[config.mk]
export PLATFORM = sky130hd
export DESIGN_NAME = matrix_mac_engine
export DESIGN_NICKNAME = d
export VERILOG_FILES = /design/src/rtl/matrix_mac_engine.sv
export SDC_FILE = /design/constraint.sdc
export NUM_CORES = 2
export LEC_CHECK = 0
export CAP_MARGIN = 10
export CORE_AREA = 2 2 641 643
export DETAILED_ROUTE_END_ITERATION = 10
export DIE_AREA = 0 0 643 645
export PLACE_DENSITY = 0.4
export SYNTH_ARGS = -nofsm -noshare
export SYNTH_HDL_FRONTEND = slang
export SYNTH_SLANG_ARGS = --single-unit
[constraint.sdc]
create_clock -name clk -period 22.3 [get_ports clk]
set_input_delay 4.46 -clock clk [delete_from_list [all_inputs] [get_ports clk]]
set_output_delay 4.46 -clock clk [all_outputs]
set_load 0.02 [all_outputs]
[src/rtl/matrix_mac_engine.sv]
// Matrix multiply engine: latches two N x N unsigned matrices, computes C = A x B
// with one time-multiplexed MAC, and streams C row-major over a valid/ready handshake.
module matrix_mac_engine #(
  parameter int N    = 10,
  parameter int DW   = 8,
  parameter int ACCW = 20
) (
  input  logic                clk,
  input  logic                rst_n,
  input  logic                start,
  input  logic [N*N*DW-1:0]   a_data,
  input  logic [N*N*DW-1:0]   b_data,
  output logic                busy,
  output logic                c_valid,
  input  logic                c_ready,
  output logic [ACCW-1:0]     c_data,
  output logic [3:0]          c_row,
  output logic [3:0]          c_col,
  output logic                done
);

  localparam int NE = N * N;
  localparam int IDXW = $clog2(NE);
  localparam logic [3:0] LAST = 4'(N - 1);

  typedef enum logic [1:0] {IDLE, MAC, OUT, DONE} state_t;

  state_t          state, state_nxt;
  logic [DW-1:0]   a_mem [NE];
  logic [DW-1:0]   b_mem [NE];
  logic [ACCW-1:0] acc;
  logic [ACCW-1:0] acc_nxt;
  logic [3:0]      i_idx, j_idx, k_idx;
  logic [IDXW-1:0] a_sel, b_sel;
  logic [DW-1:0]   a_op, b_op;

  // Unsigned DW x DW product, zero-extended into the accumulator width.
  function automatic logic [ACCW-1:0] mac_add(input logic [ACCW-1:0] sum,
                                              input logic [DW-1:0]   x,
                                              input logic [DW-1:0]   y);
    logic [2*DW-1:0] prod;
    prod = {{DW{1'b0}}, x} * {{DW{1'b0}}, y};
    return sum + ACCW'(prod);
  endfunction

  // Operand mux into the single multiplier: A(i,k) and B(k,j).
  always_comb begin
    a_sel   = IDXW'(int'(i_idx) * N + int'(k_idx));
    b_sel   = IDXW'(int'(k_idx) * N + int'(j_idx));
    a_op    = a_mem[a_sel];
    b_op    = b_mem[b_sel];
    acc_nxt = mac_add(acc, a_op, b_op);
  end

  always_ff @(posedge clk or negedge rst_n) begin
    if (!rst_n) state <= IDLE;
    else        state <= state_nxt;
  end

  always_comb begin
    state_nxt = state;
    case (state)
      IDLE:    if (start) state_nxt = MAC;
      MAC:     if (k_idx == LAST) state_nxt = OUT;
      OUT:     if (c_ready) state_nxt = (i_idx == LAST && j_idx == LAST) ? DONE : MAC;
      DONE:    state_nxt = IDLE;
      default: state_nxt = IDLE;
    endcase
  end

  always_comb begin
    busy    = (state != IDLE);
    c_valid = (state == OUT);
    done    = (state == DONE);
  end

  always_ff @(posedge clk or negedge rst_n) begin
    if (!rst_n) begin
      acc    <= '0;
      i_idx  <= '0;
      j_idx  <= '0;
      k_idx  <= '0;
      c_data <= '0;
      c_row  <= '0;
      c_col  <= '0;
      for (int e = 0; e < NE; e++) begin
        a_mem[e] <= '0;
        b_mem[e] <= '0;
      end
    end else begin
      case (state)
        IDLE: begin
          if (start) begin
            for (int e = 0; e < NE; e++) begin
              a_mem[e] <= a_data[e*DW +: DW];
              b_mem[e] <= b_data[e*DW +: DW];
            end
            acc   <= '0;
            i_idx <= '0;
            j_idx <= '0;
            k_idx <= '0;
          end
        end
        MAC: begin
          acc <= acc_nxt;
          if (k_idx == LAST) begin
            c_data <= acc_nxt;
            c_row  <= i_idx;
            c_col  <= j_idx;
            k_idx  <= '0;
          end else begin
            k_idx <= k_idx + 4'd1;
          end
        end
        OUT: begin
          // Result registers hold until the consumer takes the element.
          if (c_ready) begin
            acc   <= '0;
            k_idx <= '0;
            if (j_idx == LAST) begin
              j_idx <= '0;
              i_idx <= (i_idx == LAST) ? 4'd0 : i_idx + 4'd1;
            end else begin
              j_idx <= j_idx + 4'd1;
            end
          end
        end
        default: ;
      endcase
    end
  end

endmodule

# Word level (Yosys, flattened, before mapping)
# Cells that the tools add are included.
# totals
register_bits	1662
latch_bits	0
mem_bits_rw	0
rom_bits	0
inputBits	1604
output_inout_bits	31
wordCells	267
memories	0
# classes
addsub	6
mul	3
n_div	0
order_cmp	2
eq_ne	10
n_shift	0
mux	25
n_bitwise	2
reduce_logical	11
# ops
operator	count
binary-select mux 8 bit (select 7 bit)	2
case mux 20 bit (3 select lines)	1
two-way mux 20 bit	2
two-way mux 4 bit	8
two-way mux 8 bit	4
adder 20 x 16 -> 20 bit	1
>= comparator 8 bit (second input constant)	2
multiplier 8 x 8 -> 16 bit	1
inverter 7 -> 8 bit	2
case mux 4 bit (2 select lines)	2
adder 7 x 4 -> 7 bit	2
adder 4 x 1 -> 4 bit (second input constant)	3
== test 4 bit (second input constant)	3
multiplier 4 x 3 -> 6 bit (second input constant)	2
case mux 4 bit (3 select lines)	1
AND reduction 3 bit	3
two-way mux 2 bit	4
case mux 2 bit (4 select lines)	1
== test 2 bit (second input constant)	2
!= test 2 x 1 -> 1 bit (second input constant)	2
!= test 2 bit (second input constant)	2
AND reduction 2 bit	2
AND reduction 4 bit	1
nonzero test 2 bit	2
4 further kinds	4

# Depth between registers and ports, before layout
# logic_depth
depth_word	9
mapped_depth	31
ltp_nobuf	30

# Least setup slack after synthesis
# Ideal clock, no wire load.
# synth_path
path_kind	reg2reg
startpoint	reg i_idx[1]
endpoint	reg c_data[17]
setup_ns	0.125
arrival_ns	6.921
t_required_ns	22.175
setup_slack_ns	15.255
stages_incl_launch_ff	30
period_less_slack_ns	7.045
path_cell_list	dfrtp_1 -> ha_1 -> ha_1 -> inv_1 -> fa_1 -> nor2b_1 -> a32oi_1 -> buf_2 -> or2_2 -> clkbuf_1 -> a211oi_2 -> nor3_1 -> a221o_2 -> nand2b_1 -> fa_1 -> inv_1 -> fa_1 -> inv_1 -> fa_1 -> fa_1 -> inv_1 -> ha_1 -> o21a_1 -> o31ai_2 -> a211oi_1 -> a2111oi_1 -> nor2_1 -> a31oi_1 -> xnor2_1 -> mux2_2
# synth_via
elab_chain_len	8
# synth_lines
item	line	rtl
start, declared	33	logic [3:0] i_idx, j_idx, k_idx;
start signal, assigned	122	i_idx <= (i_idx == LAST) ? 4'd0 : i_idx + 4'd1;
multiplier 4 x 3 -> 6 bit	48	a_sel = IDXW'(int'(i_idx) * N + int'(k_idx));
adder 7 x 4 -> 7 bit	48	
inverter 7 -> 8 bit (not written as such)	50	a_op = a_mem[a_sel];
binary-select mux 8 bit (select 7 bit)	50	
two-way mux 8 bit (not written as such) (2 in series)	50	
multiplier 8 x 8 -> 16 bit	42	prod = {{DW{1'b0}}, x} * {{DW{1'b0}}, y};
adder 20 x 16 -> 20 bit	43	return sum + ACCW'(prod);
end signal, assigned	107	c_data <= acc_nxt;
end, declared	16	output logic [ACCW-1:0] c_data,
# No other way between the ends. The select of a mux whose other input is x is not followed.
# A chain may end at the register's enable or synchronous reset.

# Final worst setup path
# layout_path
startpoint	reg k_idx[0]
endpoint	reg c_data[17]
# layout_via
elab_chain_len	8
elab_cells_between_ends	15
cone_classes	add/sub (3); mul (2); eq/ne (1); mux (6); bitwise (2); reduce/logical (1)
# layout_lines
item	line	rtl
start, declared	33	
start signal, assigned	112	k_idx <= k_idx + 4'd1;
multiplier 4 x 3 -> 6 bit	49	b_sel = IDXW'(int'(k_idx) * N + int'(j_idx));
adder 7 x 4 -> 7 bit	49	
inverter 7 -> 8 bit (not written as such)	51	b_op = b_mem[b_sel];
binary-select mux 8 bit (select 7 bit)	51	
two-way mux 8 bit (not written as such) (2 in series)	51	
multiplier 8 x 8 -> 16 bit	42	
adder 20 x 16 -> 20 bit	43	
# Parallel ways exist; a longest one is shown, timed or not. The select of a mux whose other input is x is not followed.

==> run_results.csv <==
group,metric,value,unit
placed_design,hpwlAfterDp,308,mm
cells_and_area,area_delta_synth_final,37.4,%
setup_path,crit_top_cell,"fa_1",
cells_and_area,layout-drive-gt1-share,9.51,%
synthesis,syn_avg_cell_area,9.45,um2
setup_path,critPathRequiredTime,23.04,ns
timing,slew_headroom,18.6,%
route,wl_met2,210,mm
setup_path,cp.arrival,10.69,ns
cells_and_area,design_area,0.108,mm2
synthesis,mappedNetlistArea,0.0784,mm2
synthesis,synth_top_flop_cell,"dfrtp_1",
job,drv_cap,0,
power_and_ir_drop,comb_power_share,53.6,%
timing,period_share,44.7,%
setup_path,crit_family,"adder cells",
run_status,status,"finished, final reports clean",
synthesis,synth_edf_count,0,
route,drt_iter0_markers,4078,
synthesis,synth_warnings,0,
route,wl_met3,20.3,mm
grt,grt_start_max_net_pins,197,
timing,report.final.setup_viol,0,
setup_path,endpoint_kind,"flip-flop",
cells_and_area,layout_commonest_cell,"nand2_1",
setup_path,cpPeakStageDelay,0.79,ns
clock_network,htreeDepth,4,
synthesis,synthArstFlopShare,100,%
die,rows,235,
clock_network,cts_buffer_depth,4,
route,avgRoutedWirePerCell,25.9,um
die,die_x,643,um
clock_network,cts_resized,0,
clock_network,clk_pin_slew,0.06,ns
worst_hold_path,hold_path.class,"reg2reg",
clock_network,cts_tree,"built",
grt,antenna_found_initial,117,
synthesis,synth_top_cell_area_share,53.0,%
grt,grt_usage,18.8,%
cells_and_area,nets,11465,
timing,grt_setup_unrepaired,"no",
setup_path,cp_max_fo,40,
synthesis,synthTopCellsByArea,"dfrtp_1 53%, nand2_1 24%, mux4_2 13%, clkbuf_1 1.8%, fa_1 1.4%",
synthesis,muxShareOfSynthArea,13.6,%
route,wl,400,mm
clock_network,cts.sinks,1662,
route,highest_layer,"met5",
timing,clock_skew,0.0975,ns
timing,finalHoldViolCount,0,
placed_design,port_buffers,1634,
power_and_ir_drop,finalPower,19.1,mW
grt,grt_pass1_vias,70040,
timing,fin_crit,9.96,ns
setup_path,cp.depth,26,
synthesis,syn_nets,10019,
timing,fmax,100,MHz
grt,overflow,0,
cells_and_area,final_cell_mix,"4960 x nand2_1, 1660 x dfrtp_1, 1633 x clkdlybuf4s50_1",
synthesis,synth_top_family_by_area,"simple AND/OR/NAND/NOR gates",
setup_path,r2r_cells,26,
power_and_ir_drop,leakage,50.4,nW
die,ioPinCount,1635,
timing,tns,0,ns
synthesis,yosysTopAreaCell,"dfrtp_1",
worst_hold_path,hold_depth,2,
clock_network,postCtsSetupRepairBufs,0,
synthesis,synth_cells,8300,
power_and_ir_drop,p_clk_share,18.7,%
synthesis,ys_seq_elements,1662,
grt,grt_pass1_wl,556,mm
timing,slew_violations,0,
power_and_ir_drop,swShare,44.0,%
route,drtPass1Iterations,8,
route,vias_per_cell,4.21,
die,coreArea,0.408,mm2
synthesis,synth_compound_area_share,2.14,%
clock_network,ctsHoldBuffers,0,
route,postRouteAntennaNets,0,
setup_path,critPathLaunchType,"flip-flop",
route,wl_met1,158,mm
timing,tightest_slew,1.22,ns
clock_network,cts_buffers,210,
clock_network,clockRootBuffer,"clkbuf_16",
power_and_ir_drop,power.switching,8.43,mW
synthesis,ys_types,78,
power_and_ir_drop,ir_drop,0.396,mV
clock_network,clock_latency,0.92,ns
power_and_ir_drop,power.density,178,mW/mm2
synthesis,yosys.area_share.simple,25.1,%
setup_path,slowest_stage,"ha_4",
setup_path,path_buf_inv,5,
synthesis,yosys.area_share.adder,2.35,%
synthesis,synth-xor-area-share,0.337,%
die,die_area,0.415,mm2
cells_and_area,final_core_util,26.4,%
route,drc,0,
placed_design,postPlaceCellArea,0.100,mm2
power_and_ir_drop,p_seq_share,27.7,%
placed_design,globalplace.congestion,0.851,
setup_path,worstSetupPathType,"reg2reg",
route,num_vias,64903,
synthesis,synth-seq-area-share,53.0,%
die,start_util,19.2,%
power_and_ir_drop,p_int,10.7,mW
die,die_h,645,um
==> stage by stage <==
stage	hold WS, ns	instances	worst slack (ns)
floorplan	0.440	8300	15.25
global placement	0.452	14984	11.90
detailed placement	0.457	14985	12.05
CTS	0.472	15363	11.99
global route	0.482	15397	11.78
finish	0.467	15417	12.34
==> Yosys cell counts (9+ instances only) <==
cell,n
o22ai_1,33
buf_2,54
a22o_1,17
nand3_1,16
nand2_1,4961
a211oi_1,19
buf_6,32
mux2i_1,62
and3_1,9
mux4_2,441
nor2_1,56
inv_1,108
buf_4,24
fa_1,54
nand2b_1,26
nor2b_1,24
a31oi_1,10
xnor2_1,14
clkbuf_1,371
ha_1,61
o21ai_0,39
nor3_1,27
dfrtp_1,1662
a21oi_1,37
buf_1,19
==> layout make-up <==
| type | count | area [um2] |
|---|---|---|
| fillers | 43837 | 300000 |
| flip-flops and latches | 1662 | 41600 |
| multi-input cells | 6027 | 34300 |
| repair buffers | 1737 | 17300 |
| well taps | 5451 | 6820 |
| clock buffers | 309 | 6190 |
| clock inverters | 69 | 953 |
| inverters | 108 | 405 |
| diodes | 54 | 135 |
==> power groups by stage <==
stage	registers [mW]	logic, mW	clock network [mW]
floorplan	5.00	6.86	0
global placement	5.30	10.7	0
detailed placement	5.35	10.6	0
CTS	5.31	10.6	3.69
global route	5.46	11.5	3.81
finish	5.30	10.3	3.57
==> worst paths after layout <==
check                      startpoint    endpoint  slack (ns)
max                          k_idx[0]  c_data[17]       12.34
min                        a_mem[451]  a_mem[451]        0.47
max reg2reg                  k_idx[0]  c_data[17]       12.34
min reg2reg                a_mem[451]  a_mem[451]        0.47
max in group asynchronous       rst_n  b_mem[721]       14.54
min in group asynchronous       rst_n  a_mem[241]        3.44
==> layer usage <==
| layer | vias to the layer above | track usage, % |
|---|---|---|
| li1 | 29544 | - |
| met1 | 32822 | 22.1 |
| met2 | 1971 | 35.0 |
| met3 | 512 | 3.43 |
| met4 | 54 | 4.83 |
| met5 | - | 0 |
==> sequential cells by signal, indices dropped and copies added, names as in the netlist <==
| name | flops |
|---|---|
| j_idx | 4 |
| c_col | 4 |
| b_mem | 800 |
| c_data | 20 |
| acc | 20 |
| i_idx | 4 |
| state | 2 |
| k_idx | 4 |
| c_row | 4 |
| a_mem | 800 |
==> cells by family after synthesis <==
group / after synthesis
simple gates: 5155
flops: 1662
buf+inv: 611
mux: 509
compound gates: 223
fa+ha+maj: 115
xor+xnor: 25
==> tightest hold or removal path: cells and delay by family (launching register included) <==
kind          cells  cell delay [ns]
flops             1             0.33
simple gates      2             0.10
(Power assumes the default switching activity.)
